==> config.mk <==
export PLATFORM = sky130hd
export DESIGN_NAME = contador_updown_bcd
export DESIGN_NICKNAME = d
export VERILOG_FILES = /design/src/rtl/contador_updown_bcd_pkg.sv /design/src/rtl/contador_updown_bcd_bin_to_bcd_seq.sv /design/src/rtl/contador_updown_bcd.sv
export SDC_FILE = /design/constraint.sdc
export NUM_CORES = 1
export LEC_CHECK = 0
export CAP_MARGIN = 20
export CORE_MARGIN = 5
export CORE_UTILIZATION = 60
export CTS_CLUSTER_SIZE = 24
export DETAILED_ROUTE_END_ITERATION = 16
export DONT_BUFFER_PORTS = 1
export PLACE_DENSITY_LB_ADDON = 0.2
export SLEW_MARGIN = 10
export SYNTH_ARGS = -nofsm -noshare
export SYNTH_HDL_FRONTEND = slang
export SYNTH_SLANG_ARGS = --single-unit
==> constraint.sdc <==
create_clock -name clk -period 3.4 [get_ports clk]
set_input_delay 0.17 -clock clk [delete_from_list [all_inputs] [get_ports clk]]
set_output_delay 0.17 -clock clk [all_outputs]
set_load 0.02 [all_outputs]
==> src/rtl/contador_updown_bcd_pkg.sv <==
// Shared types and helpers for the up/down BCD counter slice.
// Holds the converter state encoding and the digit-count check used at elaboration.
package contador_pkg;

  typedef enum logic [1:0] {
    IDLE  = 2'd0,
    SHIFT = 2'd1,
    DONE  = 2'd2
  } conv_state_t;

  localparam int SYNC_STAGES = 2;

  // Smallest number of decimal digits that can show 2^n-1.
  function automatic int digits_needed(input int n);
    longint unsigned max_v;
    longint unsigned limit;
    int              d;
    max_v = (64'd1 << n) - 64'd1;
    limit = 64'd1;
    d     = 0;
    while (limit <= max_v) begin
      limit = limit * 64'd10;
      d     = d + 1;
    end
    return d;
  endfunction

endpackage

==> src/rtl/contador_updown_bcd_bin_to_bcd_seq.sv <==
// Sequential double-dabble converter: one bit per cycle, N+1 cycles from capture to bcd.
// 'start' flags a new value on 'bin'; 'done' is high while bcd matches the latest request.
module bin_to_bcd_seq
  import contador_pkg::*;
#(
  parameter int N      = 8,
  parameter int DIGITS = 3
) (
  input  logic                clk,
  input  logic                rst,
  input  logic                start,
  input  logic [N-1:0]        bin,
  output logic [4*DIGITS-1:0] bcd,
  output logic                done
);

  localparam int BW = 4 * DIGITS;
  localparam int SW = BW + N;
  localparam int CW = (N > 1) ? $clog2(N) : 1;
  localparam logic [CW-1:0] LAST_SHIFT = CW'(N - 1);

  conv_state_t   state_q, state_d;
  logic          pending_q, pending_d;
  logic [SW-1:0] shreg_q, shreg_d;
  logic [CW-1:0] shcnt_q, shcnt_d;
  logic [BW-1:0] bcd_q, bcd_d;
  logic          done_q, done_d;
  logic          capture_s, shift_s, finish_s;
  logic [SW-1:0] adj_s;

  function automatic logic [BW-1:0] dabble_adjust(input logic [BW-1:0] digits);
    logic [BW-1:0] adj;
    adj = digits;
    for (int k = 0; k < DIGITS; k++) begin
      if (digits[4*k +: 4] >= 4'd5) adj[4*k +: 4] = digits[4*k +: 4] + 4'd3;
      else                          adj[4*k +: 4] = digits[4*k +: 4];
    end
    return adj;
  endfunction

  always_ff @(posedge clk or posedge rst) begin
    if (rst) state_q <= IDLE;
    else     state_q <= state_d;
  end

  always_comb begin
    state_d = state_q;
    case (state_q)
      IDLE:    if (pending_q) state_d = SHIFT; else state_d = IDLE;
      SHIFT:   if (shcnt_q == LAST_SHIFT) state_d = DONE; else state_d = SHIFT;
      DONE:    state_d = IDLE;
      default: state_d = IDLE;
    endcase
  end

  always_comb begin
    capture_s = 1'b0;
    shift_s   = 1'b0;
    finish_s  = 1'b0;
    case (state_q)
      IDLE:    capture_s = pending_q;
      SHIFT:   shift_s   = 1'b1;
      DONE:    finish_s  = 1'b1;
      default: capture_s = 1'b0;
    endcase
  end

  // A new request always wins over the capture that clears it, so a write in the capture cycle is re-run.
  always_comb begin
    adj_s     = {dabble_adjust(shreg_q[SW-1:N]), shreg_q[N-1:0]};
    shreg_d   = shreg_q;
    shcnt_d   = shcnt_q;
    bcd_d     = bcd_q;
    pending_d = pending_q;
    done_d    = done_q;
    if (capture_s) begin
      shreg_d = {{BW{1'b0}}, bin};
      shcnt_d = {CW{1'b0}};
    end else if (shift_s) begin
      shreg_d = {adj_s[SW-2:0], 1'b0};
      shcnt_d = shcnt_q + CW'(1);
    end else if (finish_s) begin
      bcd_d = shreg_q[SW-1:N];
    end else begin
      shreg_d = shreg_q;
    end
    if (start)          pending_d = 1'b1;
    else if (capture_s) pending_d = 1'b0;
    else                pending_d = pending_q;
    if (start)          done_d = 1'b0;
    else if (finish_s)  done_d = ~pending_q;
    else                done_d = done_q;
  end

  always_ff @(posedge clk or posedge rst) begin
    if (rst) begin
      shreg_q   <= {SW{1'b0}};
      shcnt_q   <= {CW{1'b0}};
      bcd_q     <= {BW{1'b0}};
      pending_q <= 1'b1;
      done_q    <= 1'b0;
    end else begin
      shreg_q   <= shreg_d;
      shcnt_q   <= shcnt_d;
      bcd_q     <= bcd_d;
      pending_q <= pending_d;
      done_q    <= done_d;
    end
  end

  assign bcd  = bcd_q;
  assign done = done_q;

endmodule

==> src/rtl/contador_updown_bcd.sv <==
// N-bit up/down counter fed by synchronised buttons, with load, wrap/saturate and BCD output.
// Define CONTADOR_DEBOUNCE_EN to insert a DEBOUNCE_CYCLES-sample debouncer after each synchroniser.
module contador_updown_bcd
  import contador_pkg::*;
#(
  parameter int N               = 8,
  parameter int DIGITS          = 3,
  parameter int DEBOUNCE_CYCLES = 16
) (
  input  logic                clk,
  input  logic                rst,
  input  logic                btn_up,
  input  logic                btn_down,
  input  logic                load,
  input  logic [N-1:0]        data_in,
  input  logic                wrap_mode,
  output logic [N-1:0]        count,
  output logic [4*DIGITS-1:0] bcd_out,
  output logic                bcd_valid,
  output logic                ovf,
  output logic                unf
);

  localparam logic [N-1:0] CNT_MAX = {N{1'b1}};
  localparam logic [N-1:0] CNT_MIN = {N{1'b0}};
  localparam logic [N-1:0] CNT_ONE = N'(1'b1);

  if (DIGITS < digits_needed(N)) begin : g_digits_chk
    $error("contador_updown_bcd: DIGITS too small to show 2^N-1");
  end
  if (DEBOUNCE_CYCLES < 1) begin : g_debounce_chk
    $error("contador_updown_bcd: DEBOUNCE_CYCLES must be at least 1");
  end

  logic [1:0]                  btn_raw_s;
  logic [1:0][SYNC_STAGES-1:0] sync_q;
  logic [1:0]                  stable_s;
  logic [1:0]                  stable_prev_q;
  logic [1:0]                  edge_s;
  logic                        up_s, dn_s, write_s;
  logic [N-1:0]                count_q, count_d;
  logic                        ovf_q, ovf_d, unf_q, unf_d;
  logic [4*DIGITS-1:0]         bcd_s;
  logic                        done_s;

  assign btn_raw_s = {btn_down, btn_up};

  always_ff @(posedge clk or posedge rst) begin
    if (rst) begin
      sync_q <= '{default: {SYNC_STAGES{1'b0}}};
    end else begin
      for (int b = 0; b < 2; b++) sync_q[b] <= {sync_q[b][SYNC_STAGES-2:0], btn_raw_s[b]};
    end
  end

`ifdef CONTADOR_DEBOUNCE_EN
  localparam int DBW = $clog2(DEBOUNCE_CYCLES + 1);
  localparam logic [DBW-1:0] DB_LAST = DBW'(DEBOUNCE_CYCLES - 1);

  logic [1:0][DBW-1:0] db_cnt_q, db_cnt_d;
  logic [1:0]          db_level_q, db_level_d;

  // Level flips only after DEBOUNCE_CYCLES consecutive samples disagreeing with it.
  always_comb begin
    db_cnt_d   = db_cnt_q;
    db_level_d = db_level_q;
    for (int b = 0; b < 2; b++) begin
      if (sync_q[b][SYNC_STAGES-1] != db_level_q[b]) begin
        if (db_cnt_q[b] == DB_LAST) begin
          db_level_d[b] = ~db_level_q[b];
          db_cnt_d[b]   = {DBW{1'b0}};
        end else begin
          db_cnt_d[b] = db_cnt_q[b] + DBW'(1);
        end
      end else begin
        db_cnt_d[b] = {DBW{1'b0}};
      end
    end
  end

  always_ff @(posedge clk or posedge rst) begin
    if (rst) begin
      db_cnt_q   <= '{default: {DBW{1'b0}}};
      db_level_q <= 2'b00;
    end else begin
      db_cnt_q   <= db_cnt_d;
      db_level_q <= db_level_d;
    end
  end

  assign stable_s = db_level_q;
`else
  always_comb begin
    for (int b = 0; b < 2; b++) stable_s[b] = sync_q[b][SYNC_STAGES-1];
  end
`endif

  always_ff @(posedge clk or posedge rst) begin
    if (rst) stable_prev_q <= 2'b00;
    else     stable_prev_q <= stable_s;
  end

  assign edge_s = stable_s & ~stable_prev_q;
  assign up_s   = edge_s[0] & ~edge_s[1];
  assign dn_s   = edge_s[1] & ~edge_s[0];

  // Load beats a button step; a saturated step still counts as a write so the BCD is refreshed.
  always_comb begin
    count_d = count_q;
    ovf_d   = 1'b0;
    unf_d   = 1'b0;
    write_s = 1'b0;
    if (load) begin
      count_d = data_in;
      write_s = 1'b1;
    end else if (up_s) begin
      write_s = 1'b1;
      if (count_q == CNT_MAX) begin
        ovf_d   = 1'b1;
        count_d = wrap_mode ? CNT_MIN : CNT_MAX;
      end else begin
        count_d = count_q + CNT_ONE;
      end
    end else if (dn_s) begin
      write_s = 1'b1;
      if (count_q == CNT_MIN) begin
        unf_d   = 1'b1;
        count_d = wrap_mode ? CNT_MAX : CNT_MIN;
      end else begin
        count_d = count_q - CNT_ONE;
      end
    end else begin
      count_d = count_q;
    end
  end

  always_ff @(posedge clk or posedge rst) begin
    if (rst) begin
      count_q <= CNT_MIN;
      ovf_q   <= 1'b0;
      unf_q   <= 1'b0;
    end else begin
      count_q <= count_d;
      ovf_q   <= ovf_d;
      unf_q   <= unf_d;
    end
  end

  bin_to_bcd_seq #(
    .N      (N),
    .DIGITS (DIGITS)
  ) u_conv (
    .clk   (clk),
    .rst   (rst),
    .start (write_s),
    .bin   (count_q),
    .bcd   (bcd_s),
    .done  (done_s)
  );

  assign count     = count_q;
  assign ovf       = ovf_q;
  assign unf       = unf_q;
  assign bcd_out   = bcd_s;
  assign bcd_valid = done_s;

endmodule

==> out/summary.md, run 1 <==
Run status
• result of the run: finished, final reports clean

Clock network
• number of cells upsized or downsized after cts: 0
• number of CTS-inserted buffers: 5
• clock latency at the later pin of the worst-skew pair: 0.31 ns
• number of post-CTS setup repair buffers: 0
• CTS max path bufs: 2
• H-tree levels: 2
• post-CTS clock slew at the launch and capture registers of the worst setup and hold paths: 0.10 ns
• clock root cell: sky130_fd_sc_hd__clkbuf_8
• clock sink count: 55
• clock tree from TritonCTS: built

Die
• die extent in y: 79.7 um
• chip width: 79.7 um
• Die ar.: 6360 um2
• number of rows in the core area: 25
• starting density of the core: 0.617
• core region area: 4720 um2
• top-level port count: 37

Hold path
• class of the most critical hold timing path: input port to flip-flop

Finish
• multi-input logic area: 1390 um2
• fraction of final layout cells sized beyond drive strength 1: 0.0814
• storage element area: 1380 um2
• area growth from synthesis to final layout: 5.96%
• Post-layout nets: 333
• number of inserted diodes: 0
• Fill cells: 390

Pwr
• Switching Share: 0.402
• LEAKAGE: 0.00136 uW
• peak supply drop: 0.354 mV
• switching power: 880 uW
• areal power density over the cells: 707 nW/um2
• P_int: 1310 uW
• clock network fraction of design power: 0.166
• Reg power frac: 0.524
• combinational cell fraction of total power: 0.309

Global routing
• wire length of the first global-routing pass: 10500 um
• maximum number of pins on one net before global-route repair: 36
• total global routing overflow: 0
• antenna violations before repair: 0
• via count of the first global-routing pass: 2212
• overall track demand over capacity in global routing: 0.210

STA
• final worst-path cycle share: 0.821
• Final Setup Violations: 0
• slew at the pin closest to its max-slew limit: 0.822 ns
• sum of negative setup slack: 0 ns
• Max Fclk: 0.358 GHz
• Fin Clk Skew: 0.0106 ns
• RSZ-0062 raised after global routing: no
• number of pins with negative max-slew slack in the final report: 0
• hold slack final: 0.0365 ns
• Period minus WS final: 2.79 ns
• worst slew margin relative to its limit: 0.449
• Hold Fails Final Rpt: 0

Routing
• detailed-routing iteration count for the pre-antenna-repair pass: 4
• post-route antenna net violation count: 0
• Routed Wire Length: 6120 um
• DR iter-0 viols: 109
• via-per-instance ratio: 5.94
• remaining routing DRC violations: 0
• Vias: 2223
• routed len/inst: 16.4 um

Synth
• dominant synthesized flop cell: sky130_fd_sc_hd__dfrtp_1
• Syn. warnings: 0
• synthesized net count: 336
• synthesized area: 2920 um2
• count of flip-flops with a built-in enable after synthesis: 0
• ys async rst share: 1.00
• sequential area share after synthesis: 0.472
• number of instances in the synthesized netlist: 309
• Post-Synthesis Mean Instance Area: 9.44 um2
• distinct cell type count after synthesis: 48
• Synth Register Bits: 55

Flow run
• count of max-cap constraint violations: 0

Setup path
• kind of critical path: flip-flop to flip-flop
• cell at the slowest stage of the critical path: sky130_fd_sc_hd__dfrtp_1
• arrival time reported for the critical path endpoint: 2.99 ns
• crit end category: flip-flop
• Slowest Stage Delay on Critical Path: 0.67 ns
• Cell Chain, Critical Path: inv_1 -> ha_1 -> nand2b_1 -> mux2_2 -> a31o_2 -> a221oi_1 -> a21oi_1 -> dlygate4sd3_1
• startpoint class of the critical path: flip-flop
• largest fanout on the critical path: 12
• endpoint required time on the critical path: 3.60 ns

Placement
• routability cong.: 0.921
• Detailed Place HPWL: 4390 um
• count of port buffers added during placement: 0

## layout by cell type (no fill, tap or decap), types with 3 or more instances in the layout
| master | netlist | routed |
|---|---|---|
| sky130_fd_sc_hd__and2_1 | 4 | 4 |
| sky130_fd_sc_hd__ha_1 | 13 | 13 |
| sky130_fd_sc_hd__dfrtp_1 | 54 | 54 |
| sky130_fd_sc_hd__dlygate4sd3_1 | 0 | 7 |
| sky130_fd_sc_hd__xnor2_1 | 4 | 4 |
| sky130_fd_sc_hd__a21oi_1 | 15 | 15 |
| sky130_fd_sc_hd__and3_1 | 3 | 3 |
| sky130_fd_sc_hd__clkbuf_8 | 0 | 5 |
| sky130_fd_sc_hd__o21ai_0 | 42 | 42 |
| sky130_fd_sc_hd__a22oi_1 | 10 | 10 |
| sky130_fd_sc_hd__a31oi_1 | 3 | 3 |
| sky130_fd_sc_hd__nor2_1 | 11 | 11 |
| sky130_fd_sc_hd__inv_1 | 18 | 17 |
| sky130_fd_sc_hd__nand2b_1 | 7 | 7 |
| sky130_fd_sc_hd__mux2_2 | 10 | 10 |
| sky130_fd_sc_hd__nor3_1 | 9 | 9 |
| sky130_fd_sc_hd__nand3_1 | 8 | 8 |
| sky130_fd_sc_hd__nand2_1 | 39 | 39 |
| sky130_fd_sc_hd__nor3b_1 | 3 | 3 |
| sky130_fd_sc_hd__a22o_1 | 4 | 4 |
| sky130_fd_sc_hd__xor2_1 | 4 | 4 |
## per-layer routing
metal / global-route usage / wire, um / vias up
met2: 0.342 / 3010 / 64
met3: 0.0485 / 378 / 6
met1: 0.274 / 2670 / 1076
li1: - / - / 1077
met5: 0 / 0 / -
met4: 0.0739 / 66 / 0
## per-stage QoR
stage | utilization | instance area [um2] | power, uW | instances | setup WS (ns)
6_report | 0.654 | 3090 | 2190 | 374 | 0.610
3_5_place_dp | 0.621 | 2930 | 1840 | 359 | 1.15
2_1_floorplan | - | 2920 | 1660 | 309 | 1.25
5_1_grt | 0.654 | 3090 | 2360 | 374 | 0.403
4_1_cts | 0.654 | 3090 | 2200 | 374 | 0.610
3_3_place_gp | 0.621 | 2930 | 1800 | 359 | 1.18
## sequential cells by signal, indices dropped and copies added (netlist names), 2 cells and up
signal and flops:
u_conv.shcnt_q 3, stable_s 2, u_conv.bcd 12, sync_q 2, count 8, u_conv.state_q 2, u_conv.shreg_q 20, stable_prev_q 2
## worst max-delay path: cells and delay by family, from the launching register on
| kind | cells | cell delay (ns) |
|---|---|---|
| AO/OA/AOI/OAI | 3 | 0.54 |
| flip-flops | 1 | 0.67 |
| buffers and inverters | 2 | 0.74 |
| multiplexers | 1 | 0.34 |
| AND/OR/NAND/NOR | 1 | 0.12 |
| adder cells (fa/ha/maj) | 1 | 0.28 |
## cells by family (layout without fill, tap and decap cells)
family | count (synthesis) | in the layout | share of synthesized area
AOI/OAI and AO/OA | 90 | 90 | 0.189
xor gates and xnor gates | 8 | 8 | 0.0240
adders and majority gates | 13 | 13 | 0.0558
buffers and inverters | 37 | 35 | 0.0519
DFF | 55 | 55 | 0.472
muxes | 11 | 11 | 0.0420
and+or+nand+nor | 95 | 95 | 0.165
## power by group through the flow
stage	sequential [uW]	combinational, uW	clock [uW]
floorplan	1070	598	0
detailed placement	1160	677	0
global route	1180	788	396
global placement	1150	647	0
CTS	1150	684	373
finish	1150	676	364
## final cells by class
class                      instances  share of cell area
clock buffer                       6              0.0235
inverter                          18              0.0219
clock inverter                     2             0.00526
multi-input combinational        217               0.449
sequential                        55               0.446
timing repair buffer               9              0.0275
tap                               67              0.0271
## synth_stat cells (7+ instances only)
| library cell | count | area [um2] |
|---|---|---|
| sky130_fd_sc_hd__dfrtp_1 | 54 | 1350 |
| sky130_fd_sc_hd__o21ai_0 | 42 | 210 |
| sky130_fd_sc_hd__nand2_1 | 39 | 146 |
| sky130_fd_sc_hd__inv_1 | 18 | 67.6 |
| sky130_fd_sc_hd__a21oi_1 | 15 | 75.1 |
| sky130_fd_sc_hd__clkbuf_1 | 13 | 48.8 |
| sky130_fd_sc_hd__ha_1 | 13 | 163 |
| sky130_fd_sc_hd__nor2_1 | 11 | 41.3 |
| sky130_fd_sc_hd__a22oi_1 | 10 | 75.1 |
| sky130_fd_sc_hd__mux2_2 | 10 | 113 |
| sky130_fd_sc_hd__nor3_1 | 9 | 45.0 |
| sky130_fd_sc_hd__nand3_1 | 8 | 40.0 |
| sky130_fd_sc_hd__nand2b_1 | 7 | 43.8 |
## final timing paths
check,start,to,slack (ns),cells past startpoint
max in group asynchronous,rst,u_conv.shreg_q[13],2.28,3
min in group asynchronous,rst,u_conv.state_q[0],0.31,2
min reg2reg,sync_q[2],stable_s[1],0.36,0
min,data_in[2],count[2],0.04,2
max reg2reg,count[0],count[6],0.61,8
max,count[0],count[6],0.61,8
## repair_timing
action | 4_1_cts | 5_1_grt
endpoints found under the setup margin | 0 | 0
hold buffers | 7 | 0
endpoints found under the hold margin | 24 | 0
No activity file was read; power rests on OpenSTA's default activity.
==> run 2, diff against run 1 <==
- CORE_UTILIZATION: 60 -> 57
- clock period: 3.4 -> 2.3 ns (I/O delays scaled with it)
==> run 2 against run 1 <==
  * Global-route usage up 1.2 points
  * Count of clock-buffer cells in the layout did not move
  * Die area rose by 4.6%
  * Largest power group unchanged
  * Register-to-register slack got worse by 0.31 ns
  * Worst setup slack got worse by 0.31 ns
  * Critical path depth fell by 1
  * Largest cell class unchanged
  * Fmax is 40% higher
  * Via count is 4.0% higher
  * First-iteration DRC count increased by 88%
  * Non-clock buffer count up 14
  * Clock skew hardly changed
==> out/summary.md, run 2 (synthesis gave the netlist of run 1 again) <==
Setup path
• Top delay family on crit path: simple AND/OR/NAND/NOR gates
• cell at the slowest stage of the critical path: sky130_fd_sc_hd__nor3b_1
• arrival time reported for the critical path endpoint: 2.19 ns, -0.80 ns
• number of buffers and inverters on the critical path: 1, -1
• Slowest Stage Delay on Critical Path: 0.43 ns, -0.24 ns
• Cell Chain, Critical Path: inv_1 -> ha_1 -> nor3b_1 -> mux2_2 -> a22o_1 -> nand2_1 -> a31oi_1
• largest fanout on the critical path: 4, -8
• startpoint class of the critical path: flip-flop
• crit end category: flip-flop
• endpoint required time on the critical path: 2.49 ns, -1.11 ns
• kind of critical path: flip-flop to flip-flop

STA
• RSZ-0062 raised after global routing: no
• hold slack final: 0.00990 ns, -0.0266 ns
• Hold Fails Final Rpt: 0, unchanged
• Fin Clk Skew: 0.0109 ns, +0.000335 ns
• final worst-path cycle share: 0.869, +0.0483
• sum of negative setup slack: 0 ns, unchanged
• final setup slack of the worst path: 0.302 ns, -0.308 ns
• number of pins with negative max-slew slack in the final report: 0, unchanged
• worst slew margin relative to its limit: 0.507, +0.0582
• slew at the pin closest to its max-slew limit: 0.740 ns, -0.0818 ns
• Period minus WS final: 2.00 ns, -0.792 ns
• Max Fclk: 0.500 GHz, +40%
• Final Setup Violations: 0, unchanged

Pwr
• LEAKAGE: 0.00145 uW, +6.6%
• sum of internal, switching and leakage power: 3500 uW, +60%
• areal power density over the cells: 1080 nW/um2, +52%
• peak supply drop: 0.431 mV, +22%

Placement
• routability cong.: 0.920, -0.21%
• Detailed Place HPWL: 4720 um, +7.6%
• DP Area: 3030 um2, +3.2%
• worst setup slack after placement: 0.331 ns, -0.823 ns
• count of port buffers added during placement: 0, unchanged

Clock network
• number of CTS-inserted buffers: 5, unchanged
• clock latency at the later pin of the worst-skew pair: 0.31 ns, about the same
• post-CTS clock slew at the launch and capture registers of the worst setup and hold paths: 0.10 ns, about the same
• clock tree from TritonCTS: built
• number of cells upsized or downsized after cts: 0, unchanged
• H-tree levels: 2, unchanged
• CTS max path bufs: 2, unchanged
• clock root cell: sky130_fd_sc_hd__clkbuf_8
• clock sink count: 55, unchanged

Routing
• remaining routing DRC violations: 0, unchanged
• detailed-routing iteration count for the pre-antenna-repair pass: 5, +1
• routed len/inst: 16.9 um, +3.2%
• Routed Wire Length: 6600 um, +7.9%
• via-per-instance ratio: 5.91, -0.52%
• post-route antenna net violation count: 0, unchanged
• DR iter-0 viols: 205, +88%
• Vias: 2312, +4.0%

Global routing
• via count of the first global-routing pass: 2204, -0.36%
• overall track demand over capacity in global routing: 0.222, +0.0119
• antenna violations before repair: 0, unchanged
• maximum number of pins on one net before global-route repair: 31, -14%
• total global routing overflow: 0, unchanged
• wire length of the first global-routing pass: 11200 um, +7.0%

Die
• top-level port count: 37, unchanged
• Die ar.: 6650 um2, +4.6%
• die extent in y: 81.5 um, +2.3%
• chip width: 81.5 um, +2.3%
• number of rows in the core area: 26, +4.0%
• starting density of the core: 0.578, -0.0391
• core region area: 5040 um2, +6.8%

Finish
• max reg flops: 20, unchanged
• Non-Filler Cell Area, Final: 3250 um2, +5.1%
• area growth from synthesis to final layout: 11.4%
• most common cell after layout, fill and taps aside: sky130_fd_sc_hd__dfrtp_1
• Post-layout nets: 347, +4.2%
• commonest non-fill, non-tap cells in the layout: 54 x sky130_fd_sc_hd__dfrtp_1, 42 x sky130_fd_sc_hd__o21ai_0, 39 x sky130_fd_sc_hd__nand2_1, 17 x sky130_fd_sc_hd__inv_1, 15 x sky130_fd_sc_hd__a21oi_1
• fraction of final layout cells sized beyond drive strength 1: 0.115, +0.0338
• register bank with the most flops: u_conv.shreg_q
• number of inserted diodes: 0, unchanged

Flow run
• count of max-cap constraint violations: 0, unchanged

Run status
• result of the run: finished, final reports clean

Hold path
• class of the most critical hold timing path: input port to flip-flop

==> run 2: cell count changes in the layout (fill, tap and decap cells not counted), sizes merged <==
cell         change
buf             +12
bufinv           +2
inv              -1
clkinvlp         -1
dlygate4sd3      +2
==> run 2: routing by layer <==
layer / GRT usage / vias up / routed length (um)
met2: 0.340 / 82 / 3140
met5: 0 / - / 0
li1: - / 1104 / -
met3: 0.0537 / 11 / 443
met4: 0.0794 / 0 / 112
met1: 0.306 / 1115 / 2910
==> run 2: timing repair <==
action                    CTS  global route
hold buffers                9             0
hold endpoints to repair   34             0
buffers inserted            0             0
==> run 2: cell type report <==
class                           count  area [um2]
Sequential cell                    55        1380
Timing Repair Buffer               23         195
Fill cell                         413        1790
Clock buffer                        6        72.6
Multi-Input combinational cell    217        1390
Inverter                           18        67.6
Clock inverter                      2        60.1
Tap cell                           70        87.6
==> run 2: worst reg2reg max path, cell delays in order (launching register included) <==
cell	delay, ns
sky130_fd_sc_hd__dfrtp_1	0.38
sky130_fd_sc_hd__inv_1	0.11
sky130_fd_sc_hd__ha_1	0.22
sky130_fd_sc_hd__nor3b_1	0.43
sky130_fd_sc_hd__mux2_2	0.39
sky130_fd_sc_hd__a22o_1	0.22
sky130_fd_sc_hd__nand2_1	0.06
sky130_fd_sc_hd__a31oi_1	0.07
==> run 2: stage by stage <==
step | utilization | cells
after global routing | 0.644 | 391
final | 0.644 | 391
after global placement | 0.600 | 374
after detailed placement | 0.600 | 374
after CTS | 0.644 | 391
after floorplan | - | 309
==> run 2: power breakdown <==
part	internal [uW]	switching [uW]
clock	435	315
sequential	1260	349
combinational	491	650
total	2190	1320
==> run 2: path summary, 6_finish.rpt <==
kind / startpoint / endpoint / slack (ns) / cells past startpoint
min reg2reg: sync_q[2] / stable_s[1] / 0.36 / 0
max: count[1] / count[5] / 0.30 / 7
max in group asynchronous: rst / count[3] / 1.31 / 3
max reg2reg: count[1] / count[5] / 0.30 / 7
min in group asynchronous: rst / u_conv.shreg_q[16] / 0.34 / 2
min: load / count[5] / 0.01 / 2
